`src/rtl/mmu_sum_deskew.sv`:
```
// De-skews the systolic MMU output columns and queues aligned rows in a show-ahead FIFO.
// Optional feature macro: MMU_OUT_RELU_EN (rectify negative column sums at the aligned stage).
module mmu_sum_deskew #(
  parameter int WIDTH_HEIGHT = 4,
  parameter int SUM_WIDTH    = 16,
  parameter int FIFO_DEPTH   = 8
) (
  input  logic                              clk,
  input  logic                              reset,
  input  logic [WIDTH_HEIGHT-1:0]           colValid,
  input  logic [SUM_WIDTH*WIDTH_HEIGHT-1:0] sumIn,
  output logic [SUM_WIDTH*WIDTH_HEIGHT-1:0] rowOut,
  output logic                              rowValid,
  input  logic                              rowReady,
  output logic [$clog2(FIFO_DEPTH):0]       rowCount,
  output logic                              full,
  output logic                              overflow,
  output logic                              skewErr
);

  localparam int RW = SUM_WIDTH * WIDTH_HEIGHT;
  localparam int PW = $clog2(FIFO_DEPTH);
  localparam int CW = PW + 1;

  logic [SUM_WIDTH-1:0]    w_dly_data [WIDTH_HEIGHT];
  logic [WIDTH_HEIGHT-1:0] w_dly_valid;
  logic [RW-1:0]           w_row;

  // Column c waits WIDTH_HEIGHT-1-c cycles so every column of a row lines up with the last one.
  genvar gi;
  generate
    for (gi = 0; gi < WIDTH_HEIGHT; gi++) begin : g_col
      localparam int D = WIDTH_HEIGHT - 1 - gi;
      if (D == 0) begin : g_direct
        assign w_dly_data[gi]  = sumIn[gi*SUM_WIDTH +: SUM_WIDTH];
        assign w_dly_valid[gi] = colValid[gi];
      end else begin : g_delay
        logic [SUM_WIDTH-1:0] r_data [D];
        logic [D-1:0]         r_valid;
        always_ff @(posedge clk) begin
          if (reset) begin
            r_valid <= '0;
            for (int k = 0; k < D; k++) r_data[k] <= '0;
          end else begin
            r_data[0]  <= sumIn[gi*SUM_WIDTH +: SUM_WIDTH];
            r_valid[0] <= colValid[gi];
            for (int k = 1; k < D; k++) begin
              r_data[k]  <= r_data[k-1];
              r_valid[k] <= r_valid[k-1];
            end
          end
        end
        assign w_dly_data[gi]  = r_data[D-1];
        assign w_dly_valid[gi] = r_valid[D-1];
      end
`ifdef MMU_OUT_RELU_EN
      assign w_row[gi*SUM_WIDTH +: SUM_WIDTH] =
        w_dly_data[gi][SUM_WIDTH-1] ? '0 : w_dly_data[gi];
`else
      assign w_row[gi*SUM_WIDTH +: SUM_WIDTH] = w_dly_data[gi];
`endif
    end
  endgenerate

  logic w_aligned_valid, w_aligned_any, w_push, w_pop;
  logic [RW-1:0] r_mem [FIFO_DEPTH];
  logic [PW-1:0] r_wr_ptr, r_rd_ptr;
  logic [CW-1:0] r_count;
  logic          r_overflow, r_skew_err;

  assign w_aligned_valid = &w_dly_valid;
  assign w_aligned_any   = |w_dly_valid;
  assign rowValid        = (r_count != '0);
  assign full            = (r_count == CW'(FIFO_DEPTH));
  assign w_pop           = rowValid && rowReady;
  // A full FIFO still accepts a row when the head leaves in the same cycle.
  assign w_push          = w_aligned_valid && (!full || w_pop);

  always_ff @(posedge clk) begin
    if (reset) begin
      r_wr_ptr   <= '0;
      r_rd_ptr   <= '0;
      r_count    <= '0;
      r_overflow <= 1'b0;
      r_skew_err <= 1'b0;
      for (int k = 0; k < FIFO_DEPTH; k++) r_mem[k] <= '0;
    end else begin
      if (w_push) begin
        r_mem[r_wr_ptr] <= w_row;
        r_wr_ptr        <= r_wr_ptr + 1'b1;
      end
      if (w_pop) r_rd_ptr <= r_rd_ptr + 1'b1;
      case ({w_push, w_pop})
        2'b10:   r_count <= r_count + 1'b1;
        2'b01:   r_count <= r_count - 1'b1;
        default: r_count <= r_count;
      endcase
      if (w_aligned_valid && full && !w_pop) r_overflow <= 1'b1;
      if (w_aligned_any && !w_aligned_valid) r_skew_err <= 1'b1;
    end
  end

  assign rowOut   = rowValid ? r_mem[r_rd_ptr] : '0;
  assign rowCount = r_count;
  assign overflow = r_overflow;
  assign skewErr  = r_skew_err;

endmodule

```
`config.mk`:
```
export PLATFORM = sky130hd
export DESIGN_NAME = mmu_sum_deskew
export DESIGN_NICKNAME = d
export VERILOG_FILES = /design/src/rtl/mmu_sum_deskew.sv
export SDC_FILE = /design/constraint.sdc
export NUM_CORES = 1
export LEC_CHECK = 0
export BUFFER_PORTS_ARGS = -buffer_cell sky130_fd_sc_hd__buf_2
export CORE_UTILIZATION = 61
export DETAILED_ROUTE_END_ITERATION = 8
export PLACE_DENSITY_LB_ADDON = 0.05
export SLEW_MARGIN = 20
export SYNTH_ARGS = -nofsm -noshare
export SYNTH_HDL_FRONTEND = slang
export SYNTH_SLANG_ARGS = --single-unit
```
`constraint.sdc`:
```
create_clock -name clk -period 5.4 [get_ports clk]
set_clock_uncertainty 0.15 [all_clocks]
set_input_delay 1.62 -clock clk [delete_from_list [all_inputs] [get_ports clk]]
set_output_delay 1.62 -clock clk [all_outputs]
set_load 0.005 [all_outputs]
```
# Word level (Yosys, flattened, before mapping)

Memory sizes are Yosys's and may differ from the RTL's. A register that Yosys moved wholly into a read port is not among the register bits.
Cells that the tools add are included.

Register bits after elaboration: 18
RAM bits: 608
Output and inout bits: 72
Memories: 4

$add $sub $neg: 4
Equality and inequality tests: 3
Muxes and demuxes: 20
Bitwise logic cells: 5
Reduce and logical (&&, ||, !) cells: 15

Memory list:

| name                    | words | bits a word | rd ports | clocked after memory_dff | wr ports | RTL line | RTL |
|---|---|---|---|---|---|---|---|
| r_mem                   | 8     | 64          | 1        | 1                        | 8        | 66       | `logic [RW-1:0] r_mem [FIFO_DEPTH];` |
| g_col[0].g_delay.r_data | 3     | 16          | 3        | 0                        | 3        | 38       | `logic [SUM_WIDTH-1:0] r_data [D];` |
| g_col[1].g_delay.r_data | 2     | 16          | 2        | 0                        | 2        | 38       |  |
| g_col[2].g_delay.r_data | 1     | 16          | 1        | 0                        | 1        | 38       |  |

Operators by type and width:

| cell                  | number |
|---|---|
| $mux W64              | 2 |
| $mux W16              | 6 |
| $reduce_or A64 Y1     | 1 |
| $reduce_or A16 Y1     | 1 |
| $mux W3               | 3 |
| $mux W1               | 8 |
| $pmux W4 S2           | 1 |
| $add A3 B1 Y3 const B | 2 |
| $logic_and A1 B1 Y1   | 5 |
| $or A1 B1 Y1          | 5 |
| $add A4 B1 Y4 const B | 1 |
| $eq A4 B4 Y1 const B  | 1 |
| $reduce_and A4 Y1     | 1 |
| $reduce_bool A4 Y1    | 1 |
| $reduce_or A4 Y1      | 1 |
| $sub A4 B1 Y4 const B | 1 |
| $logic_not A1 Y1      | 3 |
| $eq A2 B1 Y1 const B  | 1 |
| $eq A2 B2 Y1 const B  | 1 |
| $reduce_bool A2 Y1    | 1 |
| $logic_or A1 B1 Y1    | 1 |

# Logic depth before layout (Yosys ltp)

Depth in word-level cells: 9
Depth in mapped cells: 8
Mapped depth without buffers: 7

# Least setup slack after synthesis

OpenSTA, ideal clock, no wires.

Path type: input to register
From: input port colValid[3]
To: memory r_mem[0][0] in the netlist's numbering (enable)
Setup time: 426 ps
Arrival time: 4,028 ps
Required time: 4,824 ps
Slack: 796 ps
Stages on the path: 6
Buffers on the path: 2
Path through: and4_1 > clkbuf_1 > o21ai_4 > nor3_2 > buf_6 > or2_1

RTL lines:

| element            | RTL line | RTL |
|---|---|---|
| start: declaration | 10       | `input logic [WIDTH_HEIGHT-1:0] colValid,` |
| end: declaration   | 66       |  |

==> reports/metrics.yaml <==
routedLengthMet1_um: 24000
cts-root-to-sink-buffers: 3
cp_num_buf_inv: 2
regToRegEndpoint: "r_mem[1][63]"
timing_worst_slew_pin_value_ns: 0.959
vias_in_the_first_global_route: 14500
clock_sink_count: 629
slowest_delay_ns: 0.69
number_of_placed_instances_taps_included: 2333
mappedNetlistArea_um2: 26700
clock_latency_ns: 0.59
yosys.area_share.xor_xnor_pct: 0.164
placement_rows: 76
critical-path-top-delay-family: "multiplexers"
timing.final.setup_violations: 0
wirelength_um: 56700
post_route_insts_no_fill: 2454
tritoncts.num_buffers: 66
synth.area.mux_share_pct: 13.3
num-nets-final: 1890
synth_top_family_by_area: "simple AND/OR/NAND/NOR gates"
synthDistinctLibCells: 42
drc: 0
slew_headroom_pct: 36.1
period_minus_slack_ns: 4.55
pre_cts_ws_ns: 1.41
ys_dominant_reg_cell: "sky130_fd_sc_hd__edfxtp_1"
synth-seq-area-share_pct: 66.4
clk_pin_slew_ns: 0.06
cts_tree: "yes"
timing.critical_path.to_type: "output port"
synthAdderAreaFrac_pct: 0.141
met3_wirelength_um: 3380
route.top_layer_used: "met4"
synthesis.nets: 1764
min_path_cells: 1
worst_r2r_startpoint: "rowCount[0]"
design.core.area_um2: 43100
critical_path_class: "reg2out"
critical_path_peak_fanout: 49
rrSetupSlack_ns: 2.75
cts_setup_buffers: 0
timing_hold_violations_final: 0
synth-simple-area-share_pct: 16.4
power.static_leakage_nw: 10.9
crit_path_cell_chain: "buf_12 > mux4_2 > mux2i_1 > nor2_1 > buf_2"
critical_path_required_ns: 3.63
dieArea_um2: 44600
area_growth_syn_to_layout_pct: 12.2
grtUsageTotal_pct: 26.3
number_of_i_o_port_buffers: 142
yosys_warning_count: 0
die_h_um: 211
dp.final_hpwl_um: 28900
final_layout_size_suffix_gt1_share_pct: 22.4
drt_iter0_drcs: 1157
wl_met2_um: 28300
compound_gate_fraction_of_synth_area_pct: 0.446
fin_crit_sh_pct: 84.2
gp_routability_congestion: 0.741
post_cts_resized: 0
cts_root_buffer: "sky130_fd_sc_hd__clkbuf_16"
arrival_ns: 2.78
cts.htree.levels: 3
route.detailed.vias_per_inst: 5.71
fp.dieW_um: 211
detailroute.via_count: 14000
syn-mean-instance-area_um2: 15.8
hold_end: "g_col[1].g_delay.r_data[0][21]"
grt_setup_unrepaired: "false"
max_cap_violations: 0
ctsHoldBuffers: 0
grt_max_degree: 66
slowest_stage: "sky130_fd_sc_hd__dfxtp_4"
status: "complete, no violations"
synthArstFlopShare_pct: 0
antenna_found_initial: 2
startpoint_type: "register"
ios: 143
number_of_enable_type_register_cells_in_the_synthesized_netlist: 512
final_antenna_net_count: 0
max_freq_mhz: 220
worst_slack_ns: 0.854
post_route_setup_tns_ns: 0
global_route_overflow: 0
flops_latches_synth: 629
holdCritPathClass: "reg2reg"
grt_pass1_wl_um: 85700
start_util_pct: 61.9
power_density_nw_per_um2: 348
netlist_instances: 1690
vdd_ir_drop_max_mv: 0.252
slew_viol_final: 0
reg2reg_depth: 5
firstDrtPassIters: 5
min-delay-start: "g_col[1].g_delay.r_data[0][5]"
routedWlPerCell_um: 23.1
## power by group
part,switching [mW],internal [mW]
logic,0.239,0.176
clock network,1.79,2.73
registers,0.0743,5.41
## final cells by class
| cell class | count | area, um^2 |
|---|---|---|
| sequential | 629 | 17700 |
| fill | 2924 | 13100 |
| multi-input combinational | 944 | 8210 |
| clock buffer | 99 | 1940 |
| timing repair buffer | 172 | 1090 |
| tap | 585 | 732 |
| clock inverter | 21 | 229 |
| inverter | 3 | 11.3 |
| antenna | 1 | 2.50 |
## how the worst max path moves through the flow
stage / from / end / slack [ns] / depth (start not counted)
finish: register / rowOut[16] / 0.85 / 5
global route: register / rowOut[16] / 0.71 / 5
CTS: register / rowOut[16] / 0.78 / 5
detailed placement: register / rowOut[16] / 1.41 / 5
global placement: register / rowOut[29] / 1.44 / 5
floorplan: colValid[3] / r_mem[0][0] / 0.80 / 6
## metal layers
| metal | up-vias | global-route usage [%] |
|---|---|---|
| li1 | 6318 | - |
| met1 | 7192 | 36.2 |
| met2 | 439 | 43.8 |
| met3 | 75 | 3.73 |
| met4 | 0 | 7.77 |
| met5 | - | 0 |
## flip-flops by register name (all words and copies together) (netlist names), named ones only
name                   cells
r_mem                    512
g_col.g_delay.r_data      96
g_col.g_delay.r_valid      6
rowCount                   4
r_rd_ptr                   3
r_wr_ptr                   3
overflow                   1
skewErr                    1
## cell families after synthesis
| kind of cell | after synthesis |
|---|---|
| xor gates and xnor gates | 5 |
| buffers and inverters | 117 |
| AOI/OAI and AO/OA | 13 |
| and+or+nand+nor | 728 |
| DFF | 629 |
| adders and majority gates | 3 |
| muxes | 195 |
## Yosys cell counts (3+ instances only)
master | number | area (um^2)
sky130_fd_sc_hd__a21oi_1 | 4 | 20.0
sky130_fd_sc_hd__xor2_1 | 3 | 26.3
sky130_fd_sc_hd__nor3_2 | 4 | 40.0
sky130_fd_sc_hd__nor2_1 | 78 | 293
sky130_fd_sc_hd__buf_6 | 49 | 552
sky130_fd_sc_hd__buf_2 | 13 | 65.1
sky130_fd_sc_hd__nor2_2 | 4 | 25.0
sky130_fd_sc_hd__clkbuf_1 | 47 | 176
sky130_fd_sc_hd__inv_1 | 3 | 11.3
sky130_fd_sc_hd__nor2b_1 | 104 | 651
sky130_fd_sc_hd__mux2i_1 | 65 | 651
sky130_fd_sc_hd__mux4_2 | 128 | 2880
sky130_fd_sc_hd__or2_1 | 7 | 43.8
sky130_fd_sc_hd__ha_1 | 3 | 37.5
sky130_fd_sc_hd__nand2_1 | 5 | 18.8
sky130_fd_sc_hd__buf_1 | 5 | 18.8
sky130_fd_sc_hd__and2_1 | 512 | 3200
sky130_fd_sc_hd__dfxtp_1 | 117 | 2340
sky130_fd_sc_hd__edfxtp_1 | 512 | 15400
## through the flow
step / utilization [%] / hold WS [ns] / power (mW) / instance area, um^2
floorplan: - / 0.264 / 5.81 / 26700
global placement: 64.5 / 0.266 / 5.99 / 27800
detailed placement: 64.5 / 0.270 / 6.01 / 27800
CTS: 69.5 / 0.278 / 10.5 / 29900
global route: 69.5 / 0.286 / 10.7 / 29900
finish: 69.5 / 0.270 / 10.4 / 29900
## placed cells by master (no fill, tap or decap), drive strengths merged, types with 8 or more instances in the layout
master	count
and2	512
edfxtp	512
buf	172
mux4	128
dfxtp	117
nor2b	104
clkbuf	99
nor2	82
mux2i	65
clkinv	14
or2	8
(Power assumes the default switching activity.)
